<file path="config.mk">
export PLATFORM = sky130hd
export DESIGN_NAME = score_input_ctrl
export DESIGN_NICKNAME = d
export VERILOG_FILES = /design/src/rtl/score_pkg.sv /design/src/rtl/btn_debouncer.sv /design/src/rtl/score_input_ctrl.sv
export SDC_FILE = /design/constraint.sdc
export NUM_CORES = 1
export LEC_CHECK = 0
export CAP_MARGIN = 25
export CORE_MARGIN = 2
export CORE_UTILIZATION = 50
export CTS_CLUSTER_DIAMETER = 60
export CTS_CLUSTER_SIZE = 14
export DETAILED_ROUTE_END_ITERATION = 8
export PLACE_DENSITY = 0.67
export SYNTH_ARGS = -nofsm -noshare
export SYNTH_HDL_FRONTEND = slang
export SYNTH_SLANG_ARGS = --single-unit
</file>
<file path="constraint.sdc">
create_clock -name clk -period 2 [get_ports clk]
set_clock_uncertainty 0.2 [all_clocks]
set_input_delay 0.3 -clock clk [delete_from_list [all_inputs] [get_ports clk]]
set_output_delay 0.3 -clock clk [all_outputs]
set_load 0.05 [all_outputs]
</file>
<file path="src/rtl/score_pkg.sv">
// Shared types and helpers for the score input front-end.
// Debouncer states and 2-bit value arithmetic.
package score_pkg;

  typedef enum logic [1:0] {
    S_RELEASED,
    S_PRESS_CHK,
    S_PRESSED,
    S_REL_CHK
  } deb_state_t;

  localparam int VAL_W = 2;
  localparam logic [VAL_W-1:0] VAL_MAX = 2'd3;

  function automatic logic [VAL_W-1:0] val_inc(
    input logic [VAL_W-1:0] v,
    input logic             sat
  );
    if (sat && v == VAL_MAX)
      return VAL_MAX;
    return v + 1'b1;
  endfunction

endpackage

</file>
<file path="src/rtl/btn_debouncer.sv">
// One raw active-low button: 2-flop synchroniser, debounce FSM
// and a single-cycle press pulse per accepted press.
module btn_debouncer
  import score_pkg::*;
#(
  parameter int DEBOUNCE_CYCLES = 50000
) (
  input  logic clk,
  input  logic rst_n,
  input  logic i_btn_n,
  output logic o_press_pulse
);

  localparam int CW = $clog2(DEBOUNCE_CYCLES + 1);
  localparam logic [CW-1:0] C_MAX = CW'(DEBOUNCE_CYCLES);
  localparam logic [CW-1:0] C_ONE = CW'(1);
  localparam logic [CW-1:0] C_ZERO = '0;

  logic       r_sync1;
  logic       r_sync2;
  logic       w_lvl;
  deb_state_t r_state;
  deb_state_t w_state_nxt;
  logic [CW-1:0] r_cnt;
  logic [CW-1:0] w_cnt_nxt;
  logic       r_pulse;
  logic       w_pulse_nxt;

  assign w_lvl = r_sync2;

  // Bring the raw level into the clk domain; idle level is released.
  always_ff @(posedge clk or negedge rst_n) begin
    if (!rst_n) begin
      r_sync1 <= 1'b1;
      r_sync2 <= 1'b1;
    end else begin
      r_sync1 <= i_btn_n;
      r_sync2 <= r_sync1;
    end
  end

  // Next-state: a level change must hold long enough to be accepted.
  always_comb begin
    w_state_nxt = r_state;
    w_cnt_nxt   = r_cnt;
    w_pulse_nxt = 1'b0;
    unique case (r_state)
      S_RELEASED: begin
        if (!w_lvl) begin
          w_state_nxt = S_PRESS_CHK;
          w_cnt_nxt   = C_ONE;
        end
      end
      S_PRESS_CHK: begin
        if (w_lvl) begin
          w_state_nxt = S_RELEASED;
          w_cnt_nxt   = C_ZERO;
        end else if (r_cnt == C_MAX) begin
          w_state_nxt = S_PRESSED;
          w_cnt_nxt   = C_ZERO;
          w_pulse_nxt = 1'b1;
        end else begin
          w_cnt_nxt = r_cnt + C_ONE;
        end
      end
      S_PRESSED: begin
        if (w_lvl) begin
          w_state_nxt = S_REL_CHK;
          w_cnt_nxt   = C_ONE;
        end
      end
      S_REL_CHK: begin
        if (!w_lvl) begin
          w_state_nxt = S_PRESSED;
          w_cnt_nxt   = C_ZERO;
        end else if (r_cnt == C_MAX) begin
          w_state_nxt = S_RELEASED;
          w_cnt_nxt   = C_ZERO;
        end else begin
          w_cnt_nxt = r_cnt + C_ONE;
        end
      end
      default: begin
        w_state_nxt = S_RELEASED;
        w_cnt_nxt   = C_ZERO;
      end
    endcase
  end

  // Debounce state, counter and registered press pulse.
  always_ff @(posedge clk or negedge rst_n) begin
    if (!rst_n) begin
      r_state <= S_RELEASED;
      r_cnt   <= C_ZERO;
      r_pulse <= 1'b0;
    end else begin
      r_state <= w_state_nxt;
      r_cnt   <= w_cnt_nxt;
      r_pulse <= w_pulse_nxt;
    end
  end

  assign o_press_pulse = r_pulse;

endmodule

</file>
<file path="src/rtl/score_input_ctrl.sv">
// Button front-end for the 7-segment decoder: two 2-bit values
// updated by debounced presses, plus a change pulse.
module score_input_ctrl
  import score_pkg::*;
#(
  parameter int DEBOUNCE_CYCLES = 50000,
  parameter bit SATURATE        = 1'b0
) (
  input  logic             clk,
  input  logic             rst_n,
  input  logic             btn_inc1_n,
  input  logic             btn_inc2_n,
  input  logic             btn_clr_n,
  output logic [VAL_W-1:0] bin1,
  output logic [VAL_W-1:0] bin2,
  output logic             changed
);

  logic             w_inc1;
  logic             w_inc2;
  logic             w_clr;
  logic [VAL_W-1:0] r_bin1;
  logic [VAL_W-1:0] r_bin2;
  logic [VAL_W-1:0] w_nxt1;
  logic [VAL_W-1:0] w_nxt2;
  logic             w_diff;
  logic             r_diff;
  logic             r_changed;

  btn_debouncer #(
    .DEBOUNCE_CYCLES(DEBOUNCE_CYCLES)
  ) u_deb_inc1 (
    .clk          (clk),
    .rst_n        (rst_n),
    .i_btn_n      (btn_inc1_n),
    .o_press_pulse(w_inc1)
  );

  btn_debouncer #(
    .DEBOUNCE_CYCLES(DEBOUNCE_CYCLES)
  ) u_deb_inc2 (
    .clk          (clk),
    .rst_n        (rst_n),
    .i_btn_n      (btn_inc2_n),
    .o_press_pulse(w_inc2)
  );

  btn_debouncer #(
    .DEBOUNCE_CYCLES(DEBOUNCE_CYCLES)
  ) u_deb_clr (
    .clk          (clk),
    .rst_n        (rst_n),
    .i_btn_n      (btn_clr_n),
    .o_press_pulse(w_clr)
  );

  // Clear wins; otherwise both increments apply independently.
  always_comb begin
    w_nxt1 = r_bin1;
    w_nxt2 = r_bin2;
    if (w_clr) begin
      w_nxt1 = '0;
      w_nxt2 = '0;
    end else begin
      if (w_inc1)
        w_nxt1 = val_inc(r_bin1, SATURATE);
      if (w_inc2)
        w_nxt2 = val_inc(r_bin2, SATURATE);
    end
  end

  assign w_diff = (w_nxt1 != r_bin1) || (w_nxt2 != r_bin2);

  // Value registers; changed trails the actual update by one cycle.
  always_ff @(posedge clk or negedge rst_n) begin
    if (!rst_n) begin
      r_bin1    <= '0;
      r_bin2    <= '0;
      r_diff    <= 1'b0;
      r_changed <= 1'b0;
    end else begin
      r_bin1    <= w_nxt1;
      r_bin2    <= w_nxt2;
      r_diff    <= w_diff;
      r_changed <= r_diff;
    end
  end

  assign bin1    = r_bin1;
  assign bin2    = r_bin2;
  assign changed = r_changed;

endmodule

</file>
; Word level (Yosys, flattened, before mapping)
; Index checks and enable logic that the tools add are counted.
[word_totals]
regBits = 69
latchBits = 0
ram_bits = 0
romBits = 0
inputBits = 5
out_inout_bits = 5
elab_cells = 112
mem_count = 0
[op_classes]
addsub = 5
n_mul = 0
div_mod_pow = 0
magnitude_cmp = 0
eq_ne = 26
shift = 0
n_mux = 52
bitwise_logic = 0
n_reduce_logical = 10
[op_table]
columns = operator, count
row1 = 16-bit two-way mux, 15
row2 = 16-bit case mux with 4 select lines, 3
row3 = "16-bit by 1-bit adder with 16-bit output, second input constant", 3
row4 = "16-bit equality test, second input constant", 3
row5 = 2-bit two-way mux, 22
row6 = 2-bit case mux with 4 select lines, 3
row7 = "2-bit equality test, second input constant", 6
row8 = 4-bit AND reduction, 3
row9 = 1-bit two-way mux, 9
row10 = "3-bit by 1-bit != test with 1-bit output, second input constant", 3
row11 = "3-bit != test, second input constant", 3
row12 = "2-bit by 1-bit equality test with 1-bit output, second input constant", 3
row13 = 2-bit zero test, 3
row14 = "2-bit by 1-bit != test with 1-bit output, second input constant", 3
row15 = "2-bit != test, second input constant", 3
row16 = 2-bit AND reduction, 3
row17 = "2-bit by 1-bit adder with 2-bit output, second input constant", 2
row18 = 2-bit != test, 2
row19 = 1-bit logical OR, 1

; Depth between registers and ports, before layout
[depth]
ltp_word = 5
depth_mapped = 8
ltp_nobuf = 7

; Modules after synthesis
; From an unflattened synthesis, not the netlist that was laid out.
[hier_totals]
hier_cells = 374
area_unflattened_um2 = 3716.1
[by_module_without_submodules]
columns = module, n_inst, cells_each, area_each_um2, seq_area_each_um2
row1 = btn_debouncer at u_deb_inc2, 1, 121, 1201.2, 528.0
row2 = btn_debouncer at u_deb_clr, 1, 116, 1171.1, 528.0
row3 = btn_debouncer at u_deb_inc1, 1, 118, 1107.3, 528.0
row4 = score_input_ctrl, 1, 19, 236.5, 150.1

; Least setup slack after synthesis
; OpenSTA, ideal clock, no wires.
[synth_timing]
path_kind = register to register
from = reg u_deb_inc1.r_cnt[10]
to = reg u_deb_inc1.r_cnt[10]
setup_ps = 121
arrival_ps = 1854
required_time_ps = 1679
setup_slack_ps = -175
stages_incl_launch_ff = 7
path_buffers = 1
period_less_slack_ps = 2175
cell_sequence = dfrtp_1 -> or4b_4 -> nor4_4 -> or2_1 -> buf_6 -> nor2_1 -> o22a_1
[synth_between]
elab_chain_cells = 4
elab_cells_between_ends = 6
cone_classes = add/sub (1) / eq/ne (1) / mux (4)
[synth_rtl]
columns = item, line
row1 = "start, declared", btn_debouncer.sv:24  ; logic [CW-1:0] r_cnt;
row2 = "start signal, assigned", btn_debouncer.sv:98  ; r_cnt <= w_cnt_nxt;
row3 = 16-bit by 1-bit adder with 16-bit output / 16-bit equality test (equally long branches), -
row4 = 16-bit two-way mux *, "btn_debouncer.sv:58, btn_debouncer.sv:76"
row5 = "16-bit two-way mux, on equally long branches", "btn_debouncer.sv:73, btn_debouncer.sv:55"
row6 = 16-bit case mux with 4 select lines *, btn_debouncer.sv:47  ; unique case (r_state)
; Mark *: on every way between the ends. The rest lies on a longest branch, timed or not.
; A chain may end at the register's enable or synchronous reset.

; Worst setup path in the final report
[layout_timing]
from = reg u_deb_inc1.r_cnt[10]
to = reg u_deb_inc1.r_cnt[9]
[layout_between]
elab_chain_cells = 4
elab_cells_between_ends = 5
cone_classes = eq/ne (1) / mux (4)
[layout_rtl]
columns = item, line
row1 = 16-bit equality test *, "btn_debouncer.sv:58, btn_debouncer.sv:76"
row2 = 16-bit two-way mux *, "btn_debouncer.sv:58, btn_debouncer.sv:76"
row3 = "16-bit two-way mux, on equally long branches", "btn_debouncer.sv:73, btn_debouncer.sv:55"
row4 = 16-bit case mux with 4 select lines *, btn_debouncer.sv:47
; Marks and branches as above.

==> metrics.sh <==
RUN_STATUS='finished, violations left'
VIOLATIONS_IN_THE_FINAL_REPORTS='negative setup slack'
FIN_NETS=467
FINAL_LAYOUT_SIZE_SUFFIX_GT1_SHARE_PCT=33.2
SYNTH.DISTINCT_CELLS=51
FINALNONFILLERCELLS=557
POST_SYNTH_INSTANCE_AREA_UM2=3500
SYNTH_TOP_AREA_CELL='dfrtp_1'
PERIOD_MINUS_SLACK_PS=2090
ANTENNADIODECOUNT=0
CLK_PIN_SLEW_WORST_PATHS_PS=80
PLACE.DETAILED.HPWL_UM=5350
GRT_SETUP_UNREPAIRED='true'
DATA_REQUIRED_CRITICAL_PATH_PS=2030
TOTAL_VIA_COUNT_AFTER_DETAILED_ROUTING=3106
SYNTH_FLOP_CELL='dfrtp_1'
DRTITER0DRC=207
MAXSLEWVIOLCOUNT=0
GRT_FIRST_PASS_WIRELENGTH_UM=13400
TIMING.CRITICAL_PATH.TO_TYPE='register'
SYNTH-SEQ-CELLS=69
PATH_CLASS='reg2reg'
DIEHEIGHT_UM=87.7
GROUTE.USAGE.OVERALL_PCT=22.3
ANTENNA_LEFT=0
YOSYSSEQAREASHARE_PCT=49.5
CRITPATHARRIVALTIME_PS=2130
INITIAL_ANTENNA_VIOLATION_COUNT=0
TIGHTEST_SLEW_PS=518
DIE_AREA_UM2=7690
F_MAX_MHz=477
POWER.LEAKAGE_nW=2.06
DETAIL_ROUTE.WL_PER_CELL_UM=14.6
FINALWORSTSETUPSLACK_PS=-94.9
CTS_MADE_BUFFERS=9
NORMALIZED_MAX_SLEW_MARGIN_PCT=65.3
CLK-INSERTION-DELAY-LATE_PS=340
GP_CONGESTION=0.868
SYNTH-EDFF-COUNT=0
GR-TOTAL-OVERFLOW=0
MAPPEDNETLISTNETS=382
CTSLONGESTPATHBUFFERS=2
CRITICAL_PATH.MAX_FANOUT=5
HP-CLASS='reg2reg'
DRT_FIRST_PASS_ITERS=4
GRT_START_MAX_NET_PINS=70
FP.DIEW_UM=87.7
FLOORPLAN.INITIALDENSITY_PCT=51.6
SYN_TO_FINAL_GROWTH_PCT=34.3
CRITICAL_PATH.STARTPOINT_TYPE='register'
DRV_CAP=0
IOPINCOUNT=10
TRITONCTS='done'
SYNTHESIS.AREA_PER_INSTANCE_UM2=9.45
NUM_CLOCK_SINKS=69
DRT-VIAS-PER-INSTANCE=5.58
YS_TOP_CELLS_BY_AREA='dfrtp_1 (45%), nand2_1 (5.0%), a31oi_1 (4.6%), dfstp_2 (4.5%), o21ai_0 (3.1%)'
CTS.HTREE.LEVELS=3
VIAS_IN_THE_FIRST_GLOBAL_ROUTE=2923
SETUP-VIOLATIONS-FINAL=24
CORE_AREA_UM2=6790
POST_SYNTH_INST_COUNT=371
YOSYS_WARNINGS=0
AREA_SHARE_OF_THE_LEADING_CELL_TYPE_IN_THE_SYNTHESIZED_NETLIST_PCT=45.0
DPL.CELL_COUNT=524
REMAINING_DRC_ERRORS=0
PROPORTION_OF_REGISTER_BITS_WITH_ASYNCHRONOUS_SET_OR_RESET_AFTER_SYNTHESIS_PCT=100
PORT-BUFFER-COUNT=9
PWR_DENSITY_CELL_nW_PER_UM2=1060
FINALHOLDVIOLCOUNT=0
POSTLAYOUTCOREUTIL_PCT=69.3
CLOCK_TREE.ROOT_CELL='clkbuf_8'
FINALCRITPERIODSHARE_PCT=105
FILLCELLCOUNT=496
NUM_ROWS=30
WL_UM=8120
VDD_DROP_MAX_mV=1.05
Yosys cell counts (3+ instances only):
cell and instances:
dfstp_2 6, buf_2 4, and4_1 3, o21ai_1 5
o31ai_1 3, ha_1 6, or3_1 4, o21a_1 4
xnor2_1 7, nand4_1 13, nor2_1 26, o21ai_0 22
mux2i_1 3, or2_2 4, nand3_1 17, and2_1 5
a31oi_1 26, dfrtp_1 63, nand2_1 47, clkbuf_1 7
and3_1 4, inv_1 14, a21oi_1 18, xor2_1 4
a22o_1 3, a21o_1 3, nor4_1 3, nor4_4 3
nor3_1 15
cells in the final DEF, fill, tap and decap left out, types with 6 or more instances in the layout:
master / n
clkbuf_8: 9
nand3_1: 15
inv_1: 13
buf_6: 13
dfstp_2: 6
a31oi_1: 25
nor2_1: 23
buf_4: 64
xnor2_1: 7
nor3_1: 13
a21oi_1: 9
dfrtp_1: 62
ha_1: 6
nand4_1: 13
a21oi_2: 10
o21ai_1: 12
nand2_1: 42
o21ai_0: 12
cells by family (layout without fill, tap and decap cells):
logic type	after synthesis	in the layout	synth area share (%)
AND/OR/NAND/NOR	158	160	24.5
AO/OA/AOI/OAI	96	96	16.7
flip-flops	69	69	49.5
buffers and inverters	28	116	3.57
XOR/XNOR	11	11	2.75
adder cells (fa/ha/maj)	6	6	2.14
multiplexers	3	3	0.857
cell type report:
cell class              instances  area (µm²)  area share (%)
inverters                      14        52.6            1.12
flip-flops and latches         69        1740            36.9
clock buffers                   9         124            2.63
repair buffers                 86         742            15.8
clock inverters                 7        98.8            2.10
multi-input cells             276        1830            39.0
well taps                      96         120            2.55
layer usage:
layer / up-vias / track usage (%) / routed length, µm
met5: - / 0 / 0
met4: 0 / 9.23 / 83
met3: 8 / 3.39 / 231
met2: 44 / 34.8 / 3910
met1: 1520 / 31.3 / 3900
li1: 1534 / - / -
timing repair:
item / in CTS / in global routing
resized for setup: 22 / 41
pin swaps: 16 / 19
hold endpoints to repair: 63 / 0
cloned: 1 / 2
hold buffers: 1 / 0
endpoints found under the setup margin: 26 / 48
setup buffers: 3 / 11
critical path: stages, from the launching register on:
cell	delay, ps
dfrtp_1	390
or4b_4	550
nor4_4	260
buf_4	200
nor2_4	50
and3_1	140
o22a_1	190
power by group:
| part | internal, mW | switching (mW) |
|---|---|---|
| Clock | 0.708 | 0.561 |
| Sequential | 1.54 | 0.143 |
| Combinational | 0.946 | 1.07 |
flip-flops by register name, summed over array words and instances (netlist names), named ones only:
register,flops
u_deb_clr.r_cnt,16
u_deb_inc1.r_cnt,16
u_deb_inc2.r_cnt,16
bin1,2
bin2,2
changed,1
r_diff,1
u_deb_clr.o_press_pulse,1
u_deb_clr.r_state,1
u_deb_clr.r_sync1,1
u_deb_clr.r_sync2,1
u_deb_inc1.o_press_pulse,1
u_deb_inc1.r_state,1
u_deb_inc1.r_sync1,1
u_deb_inc1.r_sync2,1
u_deb_inc2.o_press_pulse,1
u_deb_inc2.r_state,1
u_deb_inc2.r_sync1,1
u_deb_inc2.r_sync2,1
stage by stage:
step / hold WS, ps / setup WS (ps) / instance area (µm²) / setup TNS (ps) / total power [mW]
after global routing: 143 / -164 / 4710 / -3690 / 5.28
after detailed placement: 141 / -115 / 4150 / -1120 / 3.31
after floorplan: -196 / -97.6 / 3530 / -695 / 2.66
after CTS: 146 / -64.1 / 4480 / -601 / 4.73
after global placement: 133 / -64.3 / 4150 / -323 / 3.26
final: 158 / -94.9 / 4710 / -1080 / 4.97
path summary, 6_finish.rpt:
check,start,end,slack (ps),depth (start not counted)
worst max-delay path,u_deb_inc1.r_cnt[10]$_DFFE_PN0P_,u_deb_inc1.r_cnt[9]$_DFFE_PN0P_,-90,6
worst min-delay path,r_diff$_DFF_PN0_,changed$_DFF_PN0_,160,0
worst max register to register,u_deb_inc1.r_cnt[10]$_DFFE_PN0P_,u_deb_inc1.r_cnt[9]$_DFFE_PN0P_,-90,6
worst min register to register,r_diff$_DFF_PN0_,changed$_DFF_PN0_,160,0
max in group asynchronous,rst_n,u_deb_inc2.r_sync2$_DFF_PN1_,950,3
min in group asynchronous,rst_n,u_deb_inc2.r_cnt[4]$_DFFE_PN0P_,310,3
(Power assumes the default switching activity.)
==> edit 1 (config.mk and constraints unchanged) <==
Make the reset (`rst_n`) synchronous in 3 clocked blocks.
--- a/src/rtl/btn_debouncer.sv
+++ b/src/rtl/btn_debouncer.sv
@@ -29,7 +29,7 @@
   assign w_lvl = r_sync2;
 
   // Bring the raw level into the clk domain; idle level is released.
-  always_ff @(posedge clk or negedge rst_n) begin
+  always_ff @(posedge clk) begin
     if (!rst_n) begin
       r_sync1 <= 1'b1;
       r_sync2 <= 1'b1;
@@ -88,7 +88,7 @@
   end
 
   // Debounce state, counter and registered press pulse.
-  always_ff @(posedge clk or negedge rst_n) begin
+  always_ff @(posedge clk) begin
     if (!rst_n) begin
       r_state <= S_RELEASED;
       r_cnt   <= C_ZERO;
--- a/src/rtl/score_input_ctrl.sv
+++ b/src/rtl/score_input_ctrl.sv
@@ -72,7 +72,7 @@
   assign w_diff = (w_nxt1 != r_bin1) || (w_nxt2 != r_bin2);
 
   // Value registers; changed trails the actual update by one cycle.
-  always_ff @(posedge clk or negedge rst_n) begin
+  always_ff @(posedge clk) begin
     if (!rst_n) begin
       r_bin1    <= '0;
       r_bin2    <= '0;
Check against the original RTL: same outputs for any inputs over 10 cycles, from zero or initial values and one cycle with rst_n low; that may be too few to reach the edited logic, so the function may still have changed.
==> edit 1 against the original RTL <==
  * Die area fell by 6.2%
  * Final cell count decreased by 8.8%
  * Sequential cell count is the same
  * Worst setup slack better by 0.11 ns
  * Via count fell by 7.7%
  * Synthesized area decreased by 6.5%
  * Final area decreased by 13%
  * Routed wire length fell by 11%
  * Largest cell class unchanged
Power is not compared: it rests on default switching activity, and its combinational part moved more than twofold at a synthesized area within 25%.
==> edit 1: results (changes against the original RTL) <==
Met2 usage = 0.319 (-0.0289)
Final RePlAce weighted congestion = 0.849 (-2.1%)
Worst min path class = flop to flop
HPWL Detailed = 4950 um (-7.5%)
CP max FO = 8 (+3)
Final wirelength = 7200 um (-11%)
Worst Hold Slack = 0.207 ns (+0.0491 ns)
Post-synth top cells = dfxtp_1, nand2_1, nor2_1, nand3_1, a31oi_1
Status = finished clean
Grt met1 use = 0.277 (-0.0358)
Grt met3 use = 0.0652 (+0.0312)
Global Route Usage Sum = 0.209 (-0.0141)
Port Buffers = 9 (unchanged)
Syn Area/Cell = 8.90 um2 (-5.7%)
Initial drt markers = 220 (+6.3%)
FF-to-FF setup slack = 0.02 ns (+0.11 ns)
Post-Syn Nets = 379 (-0.79%)
Share of cells above drive strength 1 = 0.223 (-0.109)
Area contributors post-synth = dfxtp_1, nand3_1, nand2_1
Max Fclk = 504 MHz (+5.6%)
Non-filler cells, final = 508 (-8.8%)
Fillers = 534 (+7.7%)
Largest net degree at the start of global routing = 31 (-56%)
Max_slew headroom = 0.676 (+0.0229)
DR pass1 iterations = 5 (+1)
First-pass GRT wire length = 12200 um (-8.9%)
Vias in the first global route = 2712 (-7.2%)
==> edit 1: cell types whose count changed in the layout (fill, tap and decap cells not counted), sizes merged, moves of 11 or more <==
cell / change
nand3: +11
dfrtp: -63
buf: -30
o21ai: -13
dfxtp: +69
==> edit 1: stage by stage <==
step | cell area [um2] | power (mW)
3_3_place_gp | 3750 | 1.52
4_1_cts | 3980 | 2.79
5_1_grt | 4070 | 2.86
3_5_place_dp | 3750 | 1.52
6_report | 4070 | 2.76
2_1_floorplan | 3280 | 1.48
==> edit 1: power by group through the flow <==
stage                     Clock, mW  Sequential, mW  Combinational, mW
after detailed placement          0            1.42             0.0967
after global placement            0            1.42             0.0955
after CTS                      1.30            1.39             0.0972
final                          1.27            1.39             0.0994
after floorplan                   0            1.42             0.0572
after global routing           1.36            1.39              0.110
==> edit 1: worst max-delay path, cell delays in order (launching register included) <==
cell and delay, ns:
dfxtp_1 0.32, or4b_4 0.55, nor4_4 0.34, nor2_4 0.11
o21ai_4 0.28, nor2_1 0.07
==> edit 1: cells by family (layout without fill, tap and decap cells) <==
family | count (synthesis) | in the layout | synth area share
buffers and inverters | 17 | 80 | 0.0244
AND/OR/NAND/NOR | 180 | 180 | 0.309
AO/OA/AOI/OAI | 65 | 65 | 0.136
multiplexers | 2 | 2 | 0.00611
XOR/XNOR | 29 | 29 | 0.0798
flip-flops | 69 | 69 | 0.422
adder cells (fa/ha/maj) | 6 | 6 | 0.0229
==> edit 1: cell type report <==
| cell class | count | share of cell area |
|---|---|---|
| Sequential cell | 69 | 0.341 |
| Inverter | 8 | 0.00737 |
| Multi-Input combinational cell | 282 | 0.459 |
| Timing Repair Buffer | 56 | 0.115 |
| Clock inverter | 7 | 0.0243 |
| Clock buffer | 9 | 0.0304 |
| Tap cell | 77 | 0.0237 |
==> edit 1: what timing repair did <==
action                                  in CTS  in global routing
endpoints found under the setup margin      11                 38
gates resized for setup                      0                 22
pin swaps                                    1                 18
setup buffers                                1                  1
gates cloned                                 0                  1
==> edit 1: path summary, 6_finish.rpt <==
kind                                     startpoint                  to  cells after the start
worst max-delay path            u_deb_clr.r_cnt[12]  u_deb_clr.r_cnt[7]                      5
worst min-delay path             u_deb_inc1.r_sync1  u_deb_inc1.r_sync2                      1
worst max register to register  u_deb_clr.r_cnt[12]  u_deb_clr.r_cnt[7]                      5
worst min register to register   u_deb_inc1.r_sync1  u_deb_inc1.r_sync2                      1
==> edit 1: metal layers <==
metal  part of all wire  vias up  wire length [um]
li1                   -     1470                 -
met1               0.50     1326              3580
met2               0.44       62              3200
met3              0.044       10               316
met4              0.015        0               106
met5                  0        -                 0
==> edit 2 (same settings) <==
Without the edit above. `SATURATE`: 1'b0 -> 1'b1.
--- a/src/rtl/score_input_ctrl.sv
+++ b/src/rtl/score_input_ctrl.sv
@@ -4,7 +4,7 @@
   import score_pkg::*;
 #(
   parameter int DEBOUNCE_CYCLES = 50000,
-  parameter bit SATURATE        = 1'b0
+  parameter bit SATURATE        = 1'b1
 ) (
   input  logic             clk,
   input  logic             rst_n,
Behaviour: same outputs for any inputs over 10 cycles, from zero or initial values and one cycle with rst_n low; that may be too few to reach the edited logic, so the function may still have changed.
==> edit 2 against the original RTL <==
  * The run still ends with setup timing left
  * Routed wire length rose by 4.6%
  * Critical path depth fell by 1
  * Largest cell class unchanged
  * First-iteration DRC count shrank 19%
  * Final area rose by 1.1%
  * Count of clock-buffer cells in the layout is the same
  * Non-clock buffer count fell by 18
  * Critical endpoint is now u_deb_clr.r_cnt[6]
  * Synthesized area rose by 7.1%
  * Total power shrank 14%
  * Worst setup slack improved by 0.069 ns
  * Sequential cell count did not move
==> edit 2: results (changes against the original RTL) <==
Post-Syn Nets = 399 (+4.5%)
Multi-In Gates = 290 (+5.1%)
DR pass1 iterations = 5 (+1)
Post-synth top cells = dfrtp_1, nand2_1, nand3_1, nor2_1, nor4_1
Mapped cell area = 0.00375 mm2 (+7.1%)
Syn Area/Cell = 9.68 um2 (+2.4%)
Status = complete, but fails checks
Post-CTS setup buffer count = 0 (-3)
Met2 usage = 0.346 (-0.00140)
Placed cell areas = 0.00429 mm2 (+3.5%)
Final RePlAce weighted congestion = 0.840 (-3.2%)
Fraction of area in multi-input gates = 0.426 (+0.0360)
Final setup viols = 3 (-88%)
Peak VDD IR = 0.846 mV (-20%)
Pre-CTS WS = -0.0633 ns (+0.0520 ns)
Grt met3 use = 0.0459 (+0.0120)
Wl on met1 = 4030 um (+3.2%)
Final worst setup slack = -0.0256 ns (+0.0693 ns)
Layout area overhead = 26.7%
Violated checks = setup timing
Vias in the first global route = 3203 (+9.6%)
Drt via density = 6.03 (+8.1%)
Slew of the pin with the lowest slew margin = 0.500 ns (-0.0178 ns)
Non-clock buffering overhead = 0.118 (-0.0393)
WP data arrival = 2.07 ns (-0.06 ns)
Non-filler cells, final = 553 (-0.72%)
Sequential element share of the synthesized area = 0.462 (-0.0330)
Fillers = 582 (+17%)
Grt met1 use = 0.301 (-0.0118)
## edit 2: changes by cell type after synthesis, moves of 6 or more
cell      unedited run  this run
nor4_1               3        19
nor3b_1              0         8
nand3_1             17        23
o21a_1               4        11
o21ai_0             22        10
a31oi_1             26        18
nand2_1             47        32
nor2_1              26        20
o311ai_0             0         8
## edit 2: cell families after synthesis
| group | synth area share |
|---|---|
| AO/OA/AOI/OAI | 0.174 |
| XOR/XNOR | 0.0210 |
| adder cells (fa/ha/maj) | 0.0200 |
| flip-flops | 0.462 |
| AND/OR/NAND/NOR | 0.274 |
| buffers and inverters | 0.0390 |
| multiplexers | 0.0110 |
## edit 2: critical path, cell delays in order, from the launching register on
cell and delay [ns]:
dfrtp_1 0.39, or4b_4 0.56, nor4_4 0.32, buf_6 0.19, nor3_1 0.06, o22a_1 0.19
## edit 2: power groups by stage
stage	Combinational (mW)	Clock [mW]	Sequential (mW)
2_1_floorplan	0.683	0	1.63
4_1_cts	0.981	1.56	1.63
3_3_place_gp	0.948	0	1.64
3_5_place_dp	0.965	0	1.65
6_report	1.08	1.53	1.66
5_1_grt	1.21	1.62	1.68
## edit 2: final timing paths
path | from | endpoint | slack (ns) | cells past startpoint
min in group asynchronous | rst_n | u_deb_clr.r_cnt[8] | 0.30 | 3
setup / recovery | u_deb_clr.r_cnt[7] | u_deb_clr.r_cnt[6] | -0.03 | 5
hold reg to reg | r_diff | changed | 0.15 | 0
setup reg to reg | u_deb_clr.r_cnt[7] | u_deb_clr.r_cnt[6] | -0.03 | 5
hold / removal | r_diff | changed | 0.15 | 0
max in group asynchronous | rst_n | u_deb_inc2.r_sync2 | 0.95 | 3
